<file path="config.mk">
export PLATFORM = sky130hd
export DESIGN_NAME = seq_match_window_counter
export DESIGN_NICKNAME = d
export VERILOG_FILES = /design/src/rtl/seq_match_window_counter.sv
export SDC_FILE = /design/constraint.sdc
export NUM_CORES = 1
export LEC_CHECK = 0
export BUFFER_PORTS_ARGS = -buffer_cell sky130_fd_sc_hd__buf_2
export CAP_MARGIN = 20
export CORE_MARGIN = 5
export CORE_UTILIZATION = 45
export CTS_CLUSTER_DIAMETER = 120
export DETAILED_ROUTE_END_ITERATION = 16
export GPL_TIMING_DRIVEN = 0
export PLACE_DENSITY = 0.69
export SLEW_MARGIN = 30
export SYNTH_ARGS = -nofsm -noshare
export SYNTH_HDL_FRONTEND = slang
export SYNTH_SLANG_ARGS = --single-unit
export TNS_END_PERCENT = 5
</file>
<file path="constraint.sdc">
create_clock -name clk -period 2.1 [get_ports clk]
set_input_delay 0.42 -clock clk [delete_from_list [all_inputs] [get_ports clk]]
set_output_delay 0.42 -clock clk [all_outputs]
set_load 0.02 [all_outputs]
</file>
<file path="src/rtl/seq_match_window_counter.sv">
// Counts detector match pulses over windows of WIN_LEN enabled cycles and
// delivers each window's count through a one-entry valid/ready holding register.
// Optional: define SEQ_MATCH_FIRST_IDX_EN to add out_first, the window position of the first match.
module seq_match_window_counter #(
  parameter int WIN_LEN = 16,
  parameter int CNT_W   = 5
) (
  input  logic                       clk,
  input  logic                       rst,
  input  logic                       en,
  input  logic                       match_in,
  input  logic                       out_ready,
  output logic                       out_valid,
  output logic [CNT_W-1:0]           out_count,
  output logic                       overrun,
  input  logic                       clr_overrun
`ifdef SEQ_MATCH_FIRST_IDX_EN
  ,
  output logic [$clog2(WIN_LEN)-1:0] out_first
`endif
);

  localparam int                WPOS_W    = $clog2(WIN_LEN);
  localparam logic [WPOS_W-1:0] WPOS_LAST = WPOS_W'(WIN_LEN - 1);
  localparam logic [CNT_W-1:0]  CNT_MAX   = '1;

  typedef enum logic {
    EMPTY = 1'b0,
    FULL  = 1'b1
  } state_t;

  state_t            state;
  logic [WPOS_W-1:0] wpos;
  logic [CNT_W-1:0]  acc;

  logic              win_end;
  logic              load;
  logic              drop;
  logic [CNT_W-1:0]  final_cnt;

  // NOTE: every signal gets a default at the top of always_comb so no path
  // leaves it unassigned; otherwise synthesis infers a latch.
  always_comb begin
    win_end   = 1'b0;
    load      = 1'b0;
    drop      = 1'b0;
    final_cnt = acc;
    win_end   = en && (wpos == WPOS_LAST);
    if (match_in && (acc != CNT_MAX)) final_cnt = acc + CNT_W'(1);
    // The holding register accepts a new result when empty or being drained this cycle.
    load = win_end && ((state == EMPTY) || out_ready);
    drop = win_end && (state == FULL) && !out_ready;
  end

  // NOTE: sequential state uses non-blocking assignments so every register
  // samples pre-edge values regardless of statement order.
  always_ff @(posedge clk) begin
    if (rst) begin
      state     <= EMPTY;
      wpos      <= '0;
      acc       <= '0;
      out_valid <= 1'b0;
      out_count <= '0;
      overrun   <= 1'b0;
    end else begin
      if (en) begin
        wpos <= win_end ? '0 : wpos + WPOS_W'(1);
        acc  <= win_end ? '0 : final_cnt;
      end

      case (state)
        EMPTY: begin
          if (load) begin
            state     <= FULL;
            out_valid <= 1'b1;
            out_count <= final_cnt;
          end
        end
        FULL: begin
          if (load) begin
            out_count <= final_cnt;
          end else if (out_ready) begin
            state     <= EMPTY;
            out_valid <= 1'b0;
          end
        end
        default: begin
          state     <= EMPTY;
          out_valid <= 1'b0;
        end
      endcase

      // A drop in the same cycle as a clear must still leave the flag set.
      if (drop)             overrun <= 1'b1;
      else if (clr_overrun) overrun <= 1'b0;
    end
  end

`ifdef SEQ_MATCH_FIRST_IDX_EN
  logic              first_seen;
  logic [WPOS_W-1:0] first_idx;
  logic [WPOS_W-1:0] final_first;

  // A window with no matches reports the last position.
  assign final_first = first_seen ? first_idx : WPOS_LAST;

  always_ff @(posedge clk) begin
    if (rst) begin
      first_seen <= 1'b0;
      first_idx  <= '0;
      out_first  <= '0;
    end else begin
      if (en) begin
        if (win_end) begin
          first_seen <= 1'b0;
        end else if (match_in && !first_seen) begin
          first_seen <= 1'b1;
          first_idx  <= wpos;
        end
      end
      if (load) out_first <= final_first;
    end
  end
`endif

endmodule

</file>
==> summary.txt <==
Floorplanning
  • Die width: 52.6 um
  • Die Height: 52.6 um
  • IO Pins: 13
  • Initial Util: 47.2%
  • Die area: 2760 um^2
  • # rows: 15
  • Core footprint: 1730 um^2

Pwr
  • Peak supply drop: 0.269 mV
  • Pwr per Cell Area: 589 nW/um^2
  • Static leakage: 0.353 nW
  • Power Total: 550 uW

Synthesis
  • Synth Area in Compound Gates: 20.2%
  • Syn nets: 99
  • Mean post-synth cell area: 9.06 um^2
  • Seq/Total Area, Yosys: 41.7%
  • Unique masters post-synth: 32
  • Cell area after synthesis: 816 um^2
  • Flop and latch count out of synthesis: 17
  • Cells after synthesis: 90
  • Mux contribution to synthesized area: 1.23%
  • Largest family of logic cells by synthesized area: simple AND/OR/NAND/NOR gates
  • Total number of yosys warnings: 0
  • XOR/XNOR Fraction of Synth Area: 4.29%
  • Adder-Cell Fraction of Synth Area: 4.60%
  • Simple-gate area share of the yosys netlist: 22.9%

Route
  • Final ANT Viol Nets: 0
  • WL/cell: 11.6 um
  • Drt drc: 0
  • Vias per cell: 5.27
  • Final Routed Wirelength: 1520 um
  • Pre-antenna DRT Iters: 3
  • Initial drt markers: 2
  • Vias post-DR: 691

Critical path
  • CP top delay family: simple AND/OR/NAND/NOR gates
  • Crit. End Element: flip-flop
  • Crit-path slowest cell: or4_1
  • R2r startpoint: acc[0]
  • Reg2Reg Depth: 6
  • Worst EP required: 2.32 ns
  • Critical path arrival: 2.21 ns
  • Startpoint Class: flip-flop
  • CP max stage delay: 0.54 ns
  • Reg2reg setup slack: 0.11 ns
  • Critical Path Stages: 6
  • Crit Path Max Fanout: 7
  • Most frequent cell on the critical path: ha_1
  • Worst Path Buf+Inv: 0
  • RR Endpoint: acc[3]
  • Setup crit start: acc[0]
  • Setup CP Type: reg -> reg
  • Critical-path cell list: ha_1 > and3_1 > ha_1 > nand2b_1 > or4_1 > a31oi_1

Finish
  • Most frequent cells in the layout: 17 x dfxtp_1, 12 x buf_2, 9 x nand2b_1
  • Area Growth Syn to Fin: 14.4%
  • Final cell count without fillers: 131
  • Diode count: 0
  • # fillers: 164
  • Nets: 116
  • Most common cell after layout, fill and taps aside: dfxtp_1
  • Share of layout cells above drive strength 1: 17.0%

Worst hold path
  • Hold crit path type: in -> reg
  • Worst hold path endpoint: out_valid
  • Worst Hold Launch: out_ready
  • Hold Crit Depth: 2

Clock tree
  • Post-CTS Setup Bufs: 0
  • Num CTS Buffers: 3
  • CTS max path bufs: 2
  • Clock latency on the worst-skew pair: 0.29 ns
  • CTS Root Cell: clkbuf_4
  • Clk pin slew, worst setup/hold paths: 0.10 ns
  • Post_cts resized: 0
  • H-tree Lvls: 1
  • CTS Sinks: 17
  • Hold buffers post-CTS: 0
  • CTS tree: built

Place
  • IO Port Bufs: 12
  • Dpl cells: 127
  • DP HPWL: 1140 um
  • Placer Congestion: 0.697

Job
  • Max-cap violations: 0

GRT
  • First-pass GRT wire length: 2660 um
  • Number of global-route vias before repair: 648
  • Largest net degree at the start of global routing: 11
  • GRT overflow: 0
  • Gr usage total: 13.0%
  • Initial antenna violation count: 0

Timing
  • Fmax: 503 MHz
  • Rel. slew slack: 72.8%
  • Skew final: 0.00564 ns
  • Final Cycle Share: 94.6%
  • Final setup vio count: 0
  • Post-layout min period: 1.99 ns
  • Hold Vio Cnt, Final: 0
  • Setup TNS: 0 ns
  • Slew Limit Fails: 0
  • RSZ-0062 raised after global routing: no
  • Slew @ Worst Pin: 0.405 ns

Run status
  • Outcome: completed
## area by class of cell
cell class	instances	area (um^2)	share of cell area, %
multi-input combinational	64	434	46.5
timing repair buffer	12	60.1	6.43
sequential	17	340	36.5
inverter	4	15.0	1.61
tap	25	31.3	3.35
buffer	5	26.3	2.82
clock buffer	4	26.3	2.82
## routing by layer
layer	track usage, %	part of all wire (%)	vias up
li1	-	-	362
met1	16.6	50	314
met2	19.4	44	11
met3	2.56	4.1	4
met4	8.94	2.1	0
met5	0	0	-
## metrics by stage
step | util, % | instance area [um^2] | setup WS [ns] | hold WS, ns
6_report | 54.1 | 933 | 0.113 | 0.333
5_1_grt | 54.1 | 933 | 0.0139 | 0.343
4_1_cts | 54.1 | 933 | 0.117 | 0.328
3_5_place_dp | 52.5 | 907 | 0.168 | 0.473
3_3_place_gp | 52.5 | 907 | 0.173 | 0.455
2_1_floorplan | - | 816 | 0.277 | 0.449
## worst max path at each step
stage	to	slack, ns
6_report	acc[3]	0.11
5_1_grt	acc[3]	0.01
4_1_cts	acc[3]	0.12
3_5_place_dp	acc[3]	0.17
3_3_place_gp	acc[3]	0.17
2_1_floorplan	acc[3]	0.28
## synthesized netlist by cell type
cell type / n / share of area, %
dfxtp_1: 17 / 42
nand2b_1: 9 / 6.9
a21oi_1: 8 / 4.9
nand2_1: 5 / 2.3
a311oi_1: 4 / 4.3
clkbuf_1: 4 / 1.8
inv_1: 4 / 1.8
ha_1: 3 / 4.6
nand3b_1: 3 / 2.8
nor2_1: 3 / 1.4
o32ai_1: 3 / 3.2
xor2_1: 3 / 3.2
a211oi_1: 2 / 1.8
a21boi_0: 2 / 1.8
nand3_1: 2 / 1.2
nand4_1: 2 / 1.5
a2bb2oi_1: 1 / 1.1
a31oi_1: 1 / 0.77
and2_1: 1 / 0.77
and3_1: 1 / 0.77
and4_4: 1 / 1.4
buf_6: 1 / 1.4
mux2i_1: 1 / 1.2
nor2b_1: 1 / 0.77
nor3_1: 1 / 0.61
o211ai_1: 1 / 0.92
o21ai_0: 1 / 0.61
o22ai_1: 1 / 0.77
or2_2: 1 / 0.77
or3_1: 1 / 0.77
or4_1: 1 / 0.92
xnor2_1: 1 / 1.1
## cell families (layout without fill, tap and decap cells)
family / after synthesis / in the layout
fa+ha+maj: 3 / 3
simple gates: 32 / 32
flops: 17 / 17
mux: 1 / 1
xor+xnor: 4 / 4
compound gates: 24 / 24
buf+inv: 9 / 25
## flip-flops by register name, indices dropped and copies added (netlist names)
name       flops
out_valid      1
overrun        1
wpos           4
out_count      5
acc            5
state          1
## report_power, final
part | total [mW] | leakage [nW] | switching (mW) | internal, mW
clock network | 0.175 | 0.0150 | 0.101 | 0.0739
registers | 0.333 | 0.138 | 0.00572 | 0.328
logic | 0.0411 | 0.200 | 0.0224 | 0.0187
total | 0.550 | 0.353 | 0.129 | 0.420
Power figures use the tool's default switching activity.
